$ cat config.mk
export PLATFORM = sky130hd
export DESIGN_NAME = mux1h_dflt_pipe_flat
export DESIGN_NICKNAME = d
export VERILOG_FILES = /design/src/rtl/mux1h_pkg.sv /design/src/rtl/mux1h_dflt_pipe_if.sv /design/src/rtl/mux1h_skid.sv /design/src/rtl/mux1h_dflt_pipe.sv /design/src/flat_wrapper.sv
export SDC_FILE = /design/constraint.sdc
export NUM_CORES = 1
export LEC_CHECK = 0
export CORE_MARGIN = 1.5
export CORE_UTILIZATION = 60
export CTS_CLUSTER_DIAMETER = 40
export CTS_CLUSTER_SIZE = 28
export DETAILED_ROUTE_END_ITERATION = 8
export DONT_BUFFER_PORTS = 1
export PLACE_DENSITY = 0.87
export SLEW_MARGIN = 25
export SYNTH_ARGS = -nofsm -noshare
export SYNTH_HDL_FRONTEND = slang
export SYNTH_HIERARCHICAL = 1
export SYNTH_SLANG_ARGS = --single-unit
export TNS_END_PERCENT = 20
$ cat constraint.sdc
create_clock -name clk -period 2.04 [get_ports clk]
set_input_delay 0.102 -clock clk [delete_from_list [all_inputs] [get_ports clk]]
set_output_delay 0.102 -clock clk [all_outputs]
set_load 0.02 [all_outputs]
$ cat src/rtl/mux1h_pkg.sv
// Shared types and select-vector helpers for the pipelined one-hot mux with default.
package mux1h_pkg;

  typedef enum logic [1:0] {
    MH_OR,
    MH_PRIO,
    MH_DFLT
  } mh_mode_e;

  localparam int MAXN = 64;
  localparam int IDXW = 6;

  function automatic logic is_zero_hot(input logic [MAXN-1:0] v);
    return ~|v;
  endfunction

  // Carry a "seen a bit" flag along the vector: a second hit is a multi-hot.
  function automatic logic is_multi_hot(input logic [MAXN-1:0] v);
    logic seen;
    logic multi;
    seen  = 1'b0;
    multi = 1'b0;
    for (int i = 0; i < MAXN; i++) begin
      multi = multi | (seen & v[i]);
      seen  = seen | v[i];
    end
    return multi;
  endfunction

  function automatic logic [IDXW-1:0] lowest_set_index(input logic [MAXN-1:0] v);
    logic [IDXW-1:0] idx;
    idx = '0;
    for (int i = MAXN - 1; i >= 0; i--) begin
      if (v[i]) idx = IDXW'(i);
    end
    return idx;
  endfunction

endpackage

$ cat src/rtl/mux1h_dflt_pipe_if.sv
// Transaction-in / result-out bundle of the pipelined one-hot mux.
interface mux1h_dflt_pipe_if #(
  parameter int WIDTH = 8,
  parameter int N     = 8
);
  logic                 in_valid;
  logic                 in_ready;
  logic [N*WIDTH-1:0]   in_data;
  logic [WIDTH-1:0]     dflt;
  logic [N-1:0]         sel;
  logic                 out_valid;
  logic                 out_ready;
  logic [WIDTH-1:0]     out_data;
  logic                 out_hit;
  logic                 out_multi;

  modport master (
    output in_valid, in_data, dflt, sel, out_ready,
    input  in_ready, out_valid, out_data, out_hit, out_multi
  );

  modport slave (
    input  in_valid, in_data, dflt, sel, out_ready,
    output in_ready, out_valid, out_data, out_hit, out_multi
  );
endinterface

$ cat src/rtl/mux1h_skid.sv
// Generic 2-entry valid/ready skid buffer: output register plus one skid slot,
// with in_ready driven purely from a flop.
module mux1h_skid #(
  parameter int W = 10
) (
  input  logic         clk,
  input  logic         rst_n,
  input  logic         in_valid,
  output logic         in_ready,
  input  logic [W-1:0] in_data,
  output logic         out_valid,
  input  logic         out_ready,
  output logic [W-1:0] out_data
);
  logic         or_valid, sk_valid;
  logic [W-1:0] or_data, sk_data;
  logic         accept, drain;

  assign in_ready  = !sk_valid;
  assign out_valid = or_valid;
  assign out_data  = or_data;
  assign accept    = in_valid && !sk_valid;
  assign drain     = or_valid && out_ready;

  // NOTE: non-blocking assignments for every flop so all state updates see pre-edge values.
  // NOTE: payload flops are reset too, since the output word must read zero after reset.
  always_ff @(posedge clk or negedge rst_n) begin
    if (!rst_n) begin
      or_valid <= 1'b0;
      sk_valid <= 1'b0;
      or_data  <= '0;
      sk_data  <= '0;
    end else if (drain) begin
      // SK full implies in_ready was low, so no new word competes this cycle.
      if (sk_valid) begin
        or_data  <= sk_data;
        sk_valid <= 1'b0;
      end else if (accept) begin
        or_data  <= in_data;
      end else begin
        or_valid <= 1'b0;
      end
    end else if (!or_valid) begin
      if (accept) begin
        or_data  <= in_data;
        or_valid <= 1'b1;
      end
    end else if (accept) begin
      sk_data  <= in_data;
      sk_valid <= 1'b1;
    end
  end

endmodule

$ cat src/rtl/mux1h_dflt_pipe.sv
// One-hot mux with default word and configurable multi-hot resolution, registered
// through a skid buffer; also tracks multi-hot selects with a sticky flag and counter.
module mux1h_dflt_pipe
  import mux1h_pkg::*;
#(
  parameter int       WIDTH = 8,
  parameter int       N     = 8,
  parameter mh_mode_e MODE  = MH_OR,
  parameter int       CNTW  = 8
) (
  input  logic                clk,
  input  logic                rst_n,
  mux1h_dflt_pipe_if.slave    bus,
  input  logic                err_clr,
  output logic                err_sticky,
  output logic [CNTW-1:0]     err_cnt
);
  logic [MAXN-1:0]  sel_ext;
  logic [IDXW-1:0]  prio_idx;
  logic             zero_hot, multi_hot;
  logic [WIDTH-1:0] or_word, prio_word, res_word;
  logic [WIDTH+1:0] payload, out_payload;
  logic             accept, acc_multi;

  assign sel_ext   = MAXN'(bus.sel);
  assign zero_hot  = is_zero_hot(sel_ext);
  assign multi_hot = is_multi_hot(sel_ext);
  assign prio_idx  = lowest_set_index(sel_ext);

  // NOTE: combinational logic uses blocking assignments with a default first, so no latches.
  always_comb begin
    or_word   = '0;
    prio_word = '0;
    for (int k = 0; k < N; k++) begin
      if (bus.sel[k]) or_word = or_word | bus.in_data[k*WIDTH +: WIDTH];
      if (prio_idx == IDXW'(k)) prio_word = bus.in_data[k*WIDTH +: WIDTH];
    end

    res_word = or_word;
    if (zero_hot) begin
      res_word = bus.dflt;
    end else if (multi_hot) begin
      case (MODE)
        MH_PRIO: res_word = prio_word;
        MH_DFLT: res_word = bus.dflt;
        default: res_word = or_word;
      endcase
    end
  end

  assign payload = {!zero_hot, multi_hot, res_word};

  mux1h_skid #(.W(WIDTH + 2)) u_skid (
    .clk       (clk),
    .rst_n     (rst_n),
    .in_valid  (bus.in_valid),
    .in_ready  (bus.in_ready),
    .in_data   (payload),
    .out_valid (bus.out_valid),
    .out_ready (bus.out_ready),
    .out_data  (out_payload)
  );

  assign bus.out_hit   = out_payload[WIDTH+1];
  assign bus.out_multi = out_payload[WIDTH];
  assign bus.out_data  = out_payload[WIDTH-1:0];

  assign accept    = bus.in_valid && bus.in_ready;
  assign acc_multi = accept && multi_hot;

  // A clear coinciding with a multi-hot acceptance restarts the count at one.
  always_ff @(posedge clk or negedge rst_n) begin
    if (!rst_n) begin
      err_sticky <= 1'b0;
      err_cnt    <= '0;
    end else if (err_clr) begin
      err_sticky <= acc_multi;
      err_cnt    <= acc_multi ? CNTW'(1) : '0;
    end else if (acc_multi) begin
      err_sticky <= 1'b1;
      if (err_cnt != '1) err_cnt <= err_cnt + CNTW'(1);
    end
  end

endmodule

$ cat src/flat_wrapper.sv
// flat-port wrapper written by rule: the top's interface ports become plain ports
module mux1h_dflt_pipe_flat import mux1h_pkg::*;
#(
  parameter int       WIDTH = 8,
  parameter int       N     = 8,
  parameter mh_mode_e MODE  = MH_OR,
  parameter int       CNTW  = 8
)
  (clk, rst_n, err_clr, err_sticky, err_cnt, bus_in_valid, bus_in_data, bus_dflt, bus_sel, bus_out_ready, bus_in_ready, bus_out_valid, bus_out_data, bus_out_hit, bus_out_multi);
  mux1h_dflt_pipe_if #(.WIDTH(WIDTH), .N(N)) bus_i ();
  input  logic clk;
  input  logic rst_n;
  input  logic err_clr;
  output logic err_sticky;
  output logic [CNTW-1:0] err_cnt;
  input wire logic [$bits(bus_i.in_valid)-1:0] bus_in_valid;
  input wire logic [$bits(bus_i.in_data)-1:0] bus_in_data;
  input wire logic [$bits(bus_i.dflt)-1:0] bus_dflt;
  input wire logic [$bits(bus_i.sel)-1:0] bus_sel;
  input wire logic [$bits(bus_i.out_ready)-1:0] bus_out_ready;
  output wire logic [$bits(bus_i.in_ready)-1:0] bus_in_ready;
  output wire logic [$bits(bus_i.out_valid)-1:0] bus_out_valid;
  output wire logic [$bits(bus_i.out_data)-1:0] bus_out_data;
  output wire logic [$bits(bus_i.out_hit)-1:0] bus_out_hit;
  output wire logic [$bits(bus_i.out_multi)-1:0] bus_out_multi;
  assign bus_i.in_valid = bus_in_valid;
  assign bus_i.in_data = bus_in_data;
  assign bus_i.dflt = bus_dflt;
  assign bus_i.sel = bus_sel;
  assign bus_i.out_ready = bus_out_ready;
  assign bus_in_ready = bus_i.in_ready;
  assign bus_out_valid = bus_i.out_valid;
  assign bus_out_data = bus_i.out_data;
  assign bus_out_hit = bus_i.out_hit;
  assign bus_out_multi = bus_i.out_multi;
  mux1h_dflt_pipe #(.WIDTH(WIDTH), .N(N), .MODE(MODE), .CNTW(CNTW)) u_core (.clk(clk), .rst_n(rst_n), .bus(bus_i), .err_clr(err_clr), .err_sticky(err_sticky), .err_cnt(err_cnt));
endmodule
==> results.cfg <==
[detailed_routing]
drc_errors = 0
first_pass_iters = 4
drt_iter0_drc = 163
antenna_left = 0
vias = 1770
wl_per_cell_um = 23.2
routed_wl_mm = 5.47
viasPerCell = 7.50

[finish]
nFillCells = 253
drive_gt1_share_pct = 35.4
fin_nets = 278
n_antenna_cell = 0
stdcell_count = 236
area_growth_pct = 6.86

[logic_synthesis]
netlist_instances = 185
yosys_warnings = 6
synth_seq_cells = 31
synth_nets = 271
syn_area_um2 = 2010
synth.distinct_cells = 50
seq_area_frac_synth_pct = 38.7
synth-async-reset-ratio_pct = 100
synth_edf_count = 0
syn_avg_cell_area_um2 = 10.8
synthFlopType = dfrtp_1

[min_path]
min_path_type = input port to flip-flop

[clocking]
post-cts-setup-buffers = 0
clkTransAtPathRegs_ns = 0.09
cts_made_buffers = 5
clk-insertion-delay-late_ns = 0.33
cts.htree.levels = 2
clock-sinks = 31
cts_root_buf = clkbuf_4
cts.path.max_buffers = 2
cts_tree = done

[global_routing]
grt_max_degree = 32
grt_pass1_vias = 1719
grt.overflow.total = 0
antenna_found_initial = 0
grt_use_total_pct = 30.9
grt_first_pass_wirelength_mm = 8.26

[pwr]
leakagePower_nw = 0.755
power.density_nw_per_um2 = 947
vdd_drop_max_mv = 0.598
power_w = 0.00203

[sta]
hold_violations = 0
skew_ns = 0.00557
max_freq_mhz = 567
final_max_slew_viol_count = 0
finalCritPeriodShare_pct = 86.5
rsz0062_at_grt = no
setup-tns-final_ns = 0
post-route-min-period_ns = 1.76
setup_viol = 0
setup_ws_ns = 0.276
relSlewSlack_pct = 63.4
worst_slew_pin_slew_ns = 0.548

[worst_setup_path]
setup.worst_path.class = flip-flop to flip-flop
endpoint_kind = flip-flop
crit_chain = inv_1 > nand2_1 > o21bai_2 > or4_2 > a21oi_1
crit_family = simple AND/OR/NAND/NOR gates
cp.required_ns = 2.30
cp_slowest_stage_delay_ns = 0.58
worstPathMaxFanout = 14
cp_data_arrival_time_ns = 2.02
cp_slowest_cell = or4_2
crit_path_start_kind = flip-flop
cp_num_buf_inv = 1

[place]
place.gp.congestion = 0.778
pre_cts_ws_ns = 0.104
dp.cells = 224
dp_hpwl_mm = 4.03
port_buffers = 0

[floorplanning]
io_pins = 106
die-area_um2 = 3700
dieWidth_um = 60.8
die_y_um = 60.8
rows = 20
fp.coreArea_um2 = 3100
start_util_pct = 64.7

[run]
maxCapViolCount = 0

[status]
outcome = completed
[state kept, by name, indices dropped and copies added, names as in the netlist]
name / count
u_core/u_skid/out_data: 10
u_core/u_skid/sk_data: 10
u_core/err_cnt: 8
u_core/err_sticky: 1
u_core/u_skid/out_valid: 1
u_core/u_skid/sk_valid: 1
[power breakdown]
part / switching, W / internal [W] / total [W] / leakage [nW]
logic: 0.000351 / 0.000320 / 0.000671 / 0.385
registers: 0.000214 / 0.000784 / 0.000998 / 0.336
clock network: 0.000203 / 0.000159 / 0.000362 / 0.0341
[cells in the final DEF (no fill, tap or decap), types with 6 or more instances in the layout]
master and instances:
a21oi_1 7, a221oi_1 16, a22o_1 9, a22o_2 7, a31oi_1 8, buf_4 7
dfrtp_1 31, mux2_2 9, nand2_1 6, nand3_1 6, nor2_1 9, o221a_2 10
or2_2 10
[kinds of logic (layout without fill, tap and decap cells)]
group | after synthesis | after routing | share of synthesized area [%]
adder cells (fa/ha/maj) | 2 | 2 | 1.12
AO/OA/AOI/OAI | 76 | 76 | 33.9
buffers and inverters | 17 | 24 | 5.67
AND/OR/NAND/NOR | 49 | 49 | 15.1
flip-flops | 31 | 31 | 38.7
multiplexers | 10 | 10 | 5.61
[metal layers]
layer	GRT usage [%]	part of all wire (%)	routed length (um)	vias to the layer above
met5	0	0	0	-
met3	12.8	8.8	482	16
met2	51.9	52	2840	110
met4	13.4	2.0	112	0
li1	-	-	-	771
met1	34.5	37	2040	873
[timing repair]
| item | 4_1_cts | 5_1_grt |
|---|---|---|
| resized for setup | 0 | 1 |
| hold endpoints to repair | 41 | 0 |
| hold buffers | 5 | 0 |
| setup endpoints to repair | 0 | 1 |
[final cells by class]
cell class | count | area (um2) | area share [%]
clock buffers | 6 | 51.3 | 2.39
clock inverters | 1 | 5.00 | 0.233
inverters | 5 | 23.8 | 1.11
multi-input cells | 137 | 1120 | 52.3
flip-flops and latches | 31 | 776 | 36.2
well taps | 44 | 55.1 | 2.57
repair buffers | 12 | 113 | 5.25
[path summary, 6_finish.rpt]
check | startpoint | end | slack [ns] | cells past startpoint
worst max-delay path | u_core/u_skid/sk_valid$_DFFE_PN0P_ | u_core/err_cnt[2]$_DFFE_PN0P_ | 0.28 | 5
worst min-delay path | bus_in_valid | u_core/u_skid/out_valid$_DFFE_PN0P_ | 0.03 | 2
worst max register to register | u_core/u_skid/sk_valid$_DFFE_PN0P_ | u_core/err_cnt[2]$_DFFE_PN0P_ | 0.28 | 5
worst min register to register | u_core/u_skid/sk_data[8]$_DFFE_PN0P_ | u_core/u_skid/sk_data[8]$_DFFE_PN0P_ | 0.51 | 1
max in group asynchronous | rst_n | u_core/u_skid/out_valid$_DFFE_PN0P_ | 1.65 | 2
min in group asynchronous | rst_n | u_core/u_skid/out_data[1]$_DFFE_PN0P_ | 0.22 | 2
[through the flow]
stage	hold WS (ns)	utilization (%)	area, um2
CTS	0.0161	69.0	2140
detailed placement	-0.193	65.2	2020
floorplan	-0.194	-	2010
global route	0.0427	69.1	2140
global placement	-0.193	65.2	2020
finish	0.0331	69.1	2140
[cells in the mapped netlist, types with 2 or more instances]
master     n  share of area [%]
o21ai_0    2               0.50
nor3_1     2               0.50
inv_1      4               0.75
a21oi_2    2               0.87
or2_2     10                3.1
o221a_2   10                5.6
dfrtp_1   31                 39
buf_6      2                1.1
or4_1      4                1.5
buf_2      5                1.2
nand3_1    6                1.5
a31oi_1    8                2.5
a22o_2     7                3.5
buf_4      2               0.75
a221oi_1  16                7.0
a22o_1     9                3.9
nand2_1    6                1.1
mux2_2     9                5.1
nor2_1     9                1.7
a21oi_1    7                1.7
o31ai_1    5                1.9
[worst reg2reg max path, stage by stage, from the launching register on]
cell      delay [ns]
dfrtp_1         0.44
inv_1           0.09
nand2_1         0.10
o21bai_2        0.33
or4_2           0.58
a21oi_1         0.16
Note: power is estimated with default switching activity, not from simulation.
